File: src/rtl/chan_scan_mux.sv
// Registered N-channel, W-bit multiplexer with manual select, auto-scan on a
// programmable dwell count, and a hold control that freezes all state.
module chan_scan_mux #(
    parameter int unsigned WIDTH    = 4,
    parameter int unsigned CHANNELS = 4,
    parameter int unsigned SEL_W    = 2,
    parameter int unsigned DWELL    = 50000000,
    parameter int unsigned CNT_W    = 26
) (
    input  logic                         clock,
    input  logic                         resetn,
    input  logic [CHANNELS*WIDTH-1:0]    data_in,
    input  logic [SEL_W-1:0]             sel,
    input  logic                         mode,
    input  logic                         hold,
    output logic [WIDTH-1:0]             data_out,
    output logic [SEL_W-1:0]             cur_chan,
    output logic                         tick
);

    localparam logic [SEL_W-1:0] LAST_CHAN = SEL_W'(CHANNELS - 1);
    localparam logic [CNT_W-1:0] LAST_CNT  = CNT_W'(DWELL - 1);

    typedef enum logic {
        ST_MANUAL = 1'b0,
        ST_SCAN   = 1'b1
    } state_t;

    state_t             r_state;
    state_t             w_state_nxt;

    logic [SEL_W-1:0]   r_cur_chan;
    logic [CNT_W-1:0]   r_cnt;
    logic [WIDTH-1:0]   r_data;
    logic               r_tick;

    logic [SEL_W-1:0]   w_cur_nxt;
    logic [CNT_W-1:0]   w_cnt_nxt;
    logic [WIDTH-1:0]   w_data_nxt;
    logic               w_tick_nxt;

    logic [SEL_W-1:0]   w_sel_clamped;
    logic [SEL_W-1:0]   w_cur_inc;
    logic               w_terminal;

    // Out-of-range manual selects collapse onto the highest real channel.
    assign w_sel_clamped = (32'(sel) >= CHANNELS) ? LAST_CHAN : sel;
    assign w_cur_inc     = (r_cur_chan == LAST_CHAN) ? '0 : r_cur_chan + SEL_W'(1);
    assign w_terminal    = (r_cnt == LAST_CNT);

    // State register.
    always_ff @(posedge clock or negedge resetn) begin
        if (!resetn) begin
            r_state <= ST_MANUAL;
        end else begin
            r_state <= w_state_nxt;
        end
    end

    // Next-state logic: hold freezes the state, otherwise mode picks it.
    always_comb begin
        w_state_nxt = r_state;
        if (!hold) begin
            w_state_nxt = mode ? ST_SCAN : ST_MANUAL;
        end
    end

    // Next values for channel, dwell counter, tick and the output data.
    always_comb begin
        w_cur_nxt  = r_cur_chan;
        w_cnt_nxt  = r_cnt;
        w_tick_nxt = 1'b0;
        w_data_nxt = r_data;
        if (!hold) begin
            if (!mode) begin
                // Manual wins even on a terminal-count cycle.
                w_cur_nxt = w_sel_clamped;
                w_cnt_nxt = '0;
            end else if (r_state == ST_MANUAL) begin
                w_cnt_nxt = '0;
            end else if (w_terminal) begin
                w_cnt_nxt  = '0;
                w_cur_nxt  = w_cur_inc;
                w_tick_nxt = 1'b1;
            end else begin
                w_cnt_nxt = r_cnt + CNT_W'(1);
            end

            // Data follows the channel being loaded on this same edge.
            w_data_nxt = '0;
            for (int k = 0; k < CHANNELS; k++) begin
                if (w_cur_nxt == SEL_W'(k)) begin
                    w_data_nxt = data_in[k*WIDTH +: WIDTH];
                end
            end
        end
    end

    // Datapath registers.
    always_ff @(posedge clock or negedge resetn) begin
        if (!resetn) begin
            r_cur_chan <= '0;
            r_cnt      <= '0;
            r_data     <= '0;
            r_tick     <= 1'b0;
        end else begin
            r_cur_chan <= w_cur_nxt;
            r_cnt      <= w_cnt_nxt;
            r_data     <= w_data_nxt;
            r_tick     <= w_tick_nxt;
        end
    end

    assign data_out = r_data;
    assign cur_chan = r_cur_chan;
    assign tick     = r_tick;

endmodule

File: config.mk
export PLATFORM = sky130hd
export DESIGN_NAME = chan_scan_mux
export DESIGN_NICKNAME = d
export VERILOG_FILES = /design/src/rtl/chan_scan_mux.sv
export SDC_FILE = /design/constraint.sdc
export NUM_CORES = 1
export LEC_CHECK = 0
export BUFFER_PORTS_ARGS = -buffer_cell sky130_fd_sc_hd__clkbuf_2
export CORE_ASPECT_RATIO = 1.75
export CORE_MARGIN = 5
export CORE_UTILIZATION = 45
export DETAILED_ROUTE_END_ITERATION = 8
export GPL_ROUTABILITY_DRIVEN = 0
export PLACE_DENSITY = 0.65
export SETUP_SLACK_MARGIN = 0.3
export SYNTH_ARGS = -nofsm -noshare
export SYNTH_HDL_FRONTEND = slang
export SYNTH_SLANG_ARGS = --single-unit
File: constraint.sdc
create_clock -name clock -period 5.8 [get_ports clock]
set_clock_uncertainty 0.1 [all_clocks]
set_input_delay 1.16 -clock clock [delete_from_list [all_inputs] [get_ports clock]]
set_output_delay 1.16 -clock clock [all_outputs]
set_load 0.1 [all_outputs]
### Yosys cells after proc, flatten, opt, wreduce, memory -nomap -nowiden

Index checks and enable logic that the tools add are counted.

| operators by class | value |
|---|---|
| add/subtract/negate cells | 2 |
| equality and inequality tests | 5 |
| mux-type cells | 17 |
| reduce and logical (&&, ||, !) cells | 1 |

Operator list:

| operator | number |
|---|---|
| 2-to-1 mux 26 bit | 3 |
| adder 26 x 1 -> 26 bit, second input constant | 1 |
| equality test 26 bit, second input constant | 1 |
| 2-to-1 mux 4 bit | 4 |
| 2-to-1 mux 2 bit | 5 |
| equality test 2 bit, second input constant | 3 |
| 2-to-1 mux 1 bit | 5 |
| adder 2 x 1 -> 2 bit, second input constant | 1 |
| equality test 2 x 1 -> 1 bit, second input constant | 1 |
| zero test 2 bit | 1 |

| storage, ports and cells | value |
|---|---|
| register bits | 34 |
| input port bits | 22 |
| output and inout port bits | 7 |
| word-level logic and storage cells | 30 |

### Longest topological paths before layout

| depth | value |
|---|---|
| word-level depth | 11 |
| gate-level depth with buffers | 9 |
| mapped depth without buffers | 7 |

### Worst setup path before layout

Ideal clock, no wire load.

| timing path | value |
|---|---|
| kind | input -> register |
| from | input hold |
| to | register r_cnt[16] |
| library setup time | 0.095 ns |
| arrival time | 2.372 ns |
| data required time | 5.605 ns |
| setup slack | 3.233 ns |
| stages on the path | 6 |
| path through | clkbuf_1 nor2b_1 o311a_1 clkbuf_1 nand2_1 o31ai_1 |

RTL lines:

| what | line | source |
|---|---|---|
| from (decl) | 15 | `input logic hold,` |
| to (signal assigned) | 108 | `r_cnt <= w_cnt_nxt;` |
| to (decl) | 33 | `logic [CNT_W-1:0] r_cnt;` |

==> metrics <==
outcome finished clean; Root Buffer clkbuf_8; FF-to-FF End data_out[0]; synthesized instance count 225; CTS buffer count 5; row count 32; P_leak 0.988 nW; Final nets 275; die area 0.00587 mm²; Detail Route Antenna Nets 0; Clk Latency, worst-skew pair 0.29 ns; Hold Vio Cnt, Final 0; vias after detailed routing 1828; Slowest cell on crit path o311a_1; crit-path cells clkbuf_2 -> nor2b_1 -> o311a_1 -> nand2_1 -> o31ai_1; Multi-input gate area 0.00105 mm²; placed cell area 0.00214 mm²; CTS tree built; hold endpoint r_cnt[22]; RR Startpoint r_cnt[0]; Psw 0.189 mW; reg2reg setup slack 2.94 ns; final core area utilization 52.7%; I/O pin total 29; final setup vio count 0; CP endpoint kind register; unrepaired setup endpoints after global routing false; first-pass GRT wire length 8.47 mm; number of global-route vias before repair 1820; post-synthesis sequential area ratio 43.1%; DRT iter0 DRCs 31; Mapped Area 0.00198 mm²; Pre-Repair DR Iteration Count 5; Clock Path Buffers 2; largest net degree at the start of global routing 37; Yosys cell types 43; Logic pwr share 18.0%; Die X 60.1 µm; vias per cell 6.03; VDD IR max 0.148 mV; Post-route DRC 0; Final Cell Area 0.00228 mm²; Synth async-reset ratio 100%; Pins Over Slew Limit 0; Final Critical Period 3.08 ns; Setup crit start kind input pin; worst setup path class in -> reg; # diodes 0; total track usage 18.6%; storage element area 851 µm²; most common cell after layout, fill and taps aside o21ai_0; EDFF count, synth 0; critical path arrival 3.18 ns; PwrDens 278 mW/mm²; FMAX 325 MHz; hold path depth 1; Worst Hold Launch r_cnt[22]; Max Cap Viol 0; Seq pwr share 39.9%; max incr delay on CP 0.83 ns; setup TNS 0 ns; worst path required time 5.90 ns; Final Cycle Share 53.1%; clk slew on worst S/H paths 0.08 ns; Post-synth top flop dfrtp_1; H-tree depth 2; post-DR wirelength/cell 15.9 µm; initial antenna violation count 0; hold buffers post-CTS 0; Die Y-Extent 97.7 µm; fraction of layout cells with a size suffix above 1 18.7%; Worst Hold Class reg -> reg; largest fanout on the critical path 36; post-DP HPWL 3.42 mm; switching share of power 29.8%; IO buf count 28; Slew headroom 40.0%; Starting Density 45.7%; FF+latch count, synth 34; Mapped Nets 249; synth warn 0; Area Overhead vs Synth 15.3%; Syn Area/Cell 8.78 µm²; setup bufs post-CTS 0; # fillers 412; remaining global-route overflow 0; commonest cells after routing, fill and taps aside o21ai_0 (35), dfrtp_1 (34), clkbuf_2 (28); P_int 0.445 mW; Clk pwr share 42.1%; core box area 0.00432 mm²; clock tree sinks 34; CTS resizes 0; DRT Wirelength 4.80 mm; measured slew at the worst slew-check pin 0.900 ns; Worst Reg-to-Reg Cells 7
==> final cells by class <==
class | count | share of cell area, %
tap | 51 | 2.80
inverter | 7 | 1.15
timing repair buffer | 29 | 6.48
multi-input combinational | 174 | 46.2
sequential | 34 | 37.4
clock inverter | 3 | 3.02
clock buffer | 5 | 3.02
==> sequential cells by signal, summed over array words and instances (netlist names) <==
signal,flops
tick,1
cur_chan,2
r_state,1
r_cnt,26
data_out,4
==> worst max-delay path, delay by kind of cell <==
family                 cells  cell delay [ns]
buffers and inverters      1             0.39
AOI/OAI and AO/OA          2             1.06
and+or+nand+nor            2             0.57
==> how the worst max path moves through the flow <==
stage | startpoint | endpoint | slack [ns]
2_1_floorplan | hold | r_cnt[16] | 3.23
3_3_place_gp | hold | r_cnt[5] | 2.44
3_5_place_dp | hold | r_cnt[5] | 2.44
4_1_cts | hold | r_cnt[5] | 2.73
5_1_grt | hold | r_cnt[16] | 2.50
6_report | hold | r_cnt[16] | 2.72
==> through the flow <==
| stage | power (mW) | hold slack [ns] | instances | setup WS (ns) |
|---|---|---|---|---|
| 2_1_floorplan | 0.344 | 0.364 | 225 | 3.23 |
| 3_3_place_gp | 0.373 | 0.393 | 295 | 2.44 |
| 3_5_place_dp | 0.373 | 0.403 | 295 | 2.44 |
| 4_1_cts | 0.638 | 0.413 | 303 | 2.73 |
| 5_1_grt | 0.660 | 0.445 | 303 | 2.50 |
| 6_report | 0.634 | 0.411 | 303 | 2.72 |
==> layer usage <==
layer	GRT usage [%]	routed length, µm	vias up
met5	0	0	-
met4	7.17	120	0
met3	3.19	214	10
met2	31.6	2610	47
met1	22.3	1860	878
li1	-	-	893
==> power by group through the flow <==
stage          registers, mW  logic [mW]  clock network, mW
2_1_floorplan          0.308      0.0368                  0
3_3_place_gp           0.257       0.115                  0
3_5_place_dp           0.257       0.116                  0
4_1_cts                0.253       0.116              0.269
5_1_grt                0.254       0.122              0.283
6_report               0.253       0.114              0.267
==> Yosys cell counts, types with 3 or more instances <==
cell type | count | area, µm²
and3_1 | 6 | 37.5
nand3_1 | 8 | 40.0
inv_1 | 7 | 26.3
nor2b_1 | 6 | 37.5
o31ai_1 | 5 | 37.5
o21ai_1 | 3 | 15.0
dfrtp_1 | 34 | 851
o21ai_0 | 35 | 175
nor4_1 | 3 | 18.8
nor2_1 | 15 | 56.3
a211oi_1 | 8 | 60.1
a21oi_1 | 7 | 35.0
mux2i_1 | 4 | 40.0
nand2_1 | 22 | 82.6
nand4_1 | 10 | 62.6
a31oi_1 | 9 | 56.3
clkbuf_1 | 7 | 26.3
==> cells by family (layout without fill, tap and decap cells) <==
group | count (synthesis) | after routing | share of synthesized area (%)
muxes | 5 | 5 | 2.60
AOI/OAI and AO/OA | 80 | 80 | 25.0
adders and majority gates | 2 | 2 | 1.27
DFF | 34 | 34 | 43.1
and+or+nand+nor | 87 | 87 | 24.4
buffers and inverters | 17 | 44 | 3.74
Power figures use the tool's default switching activity.
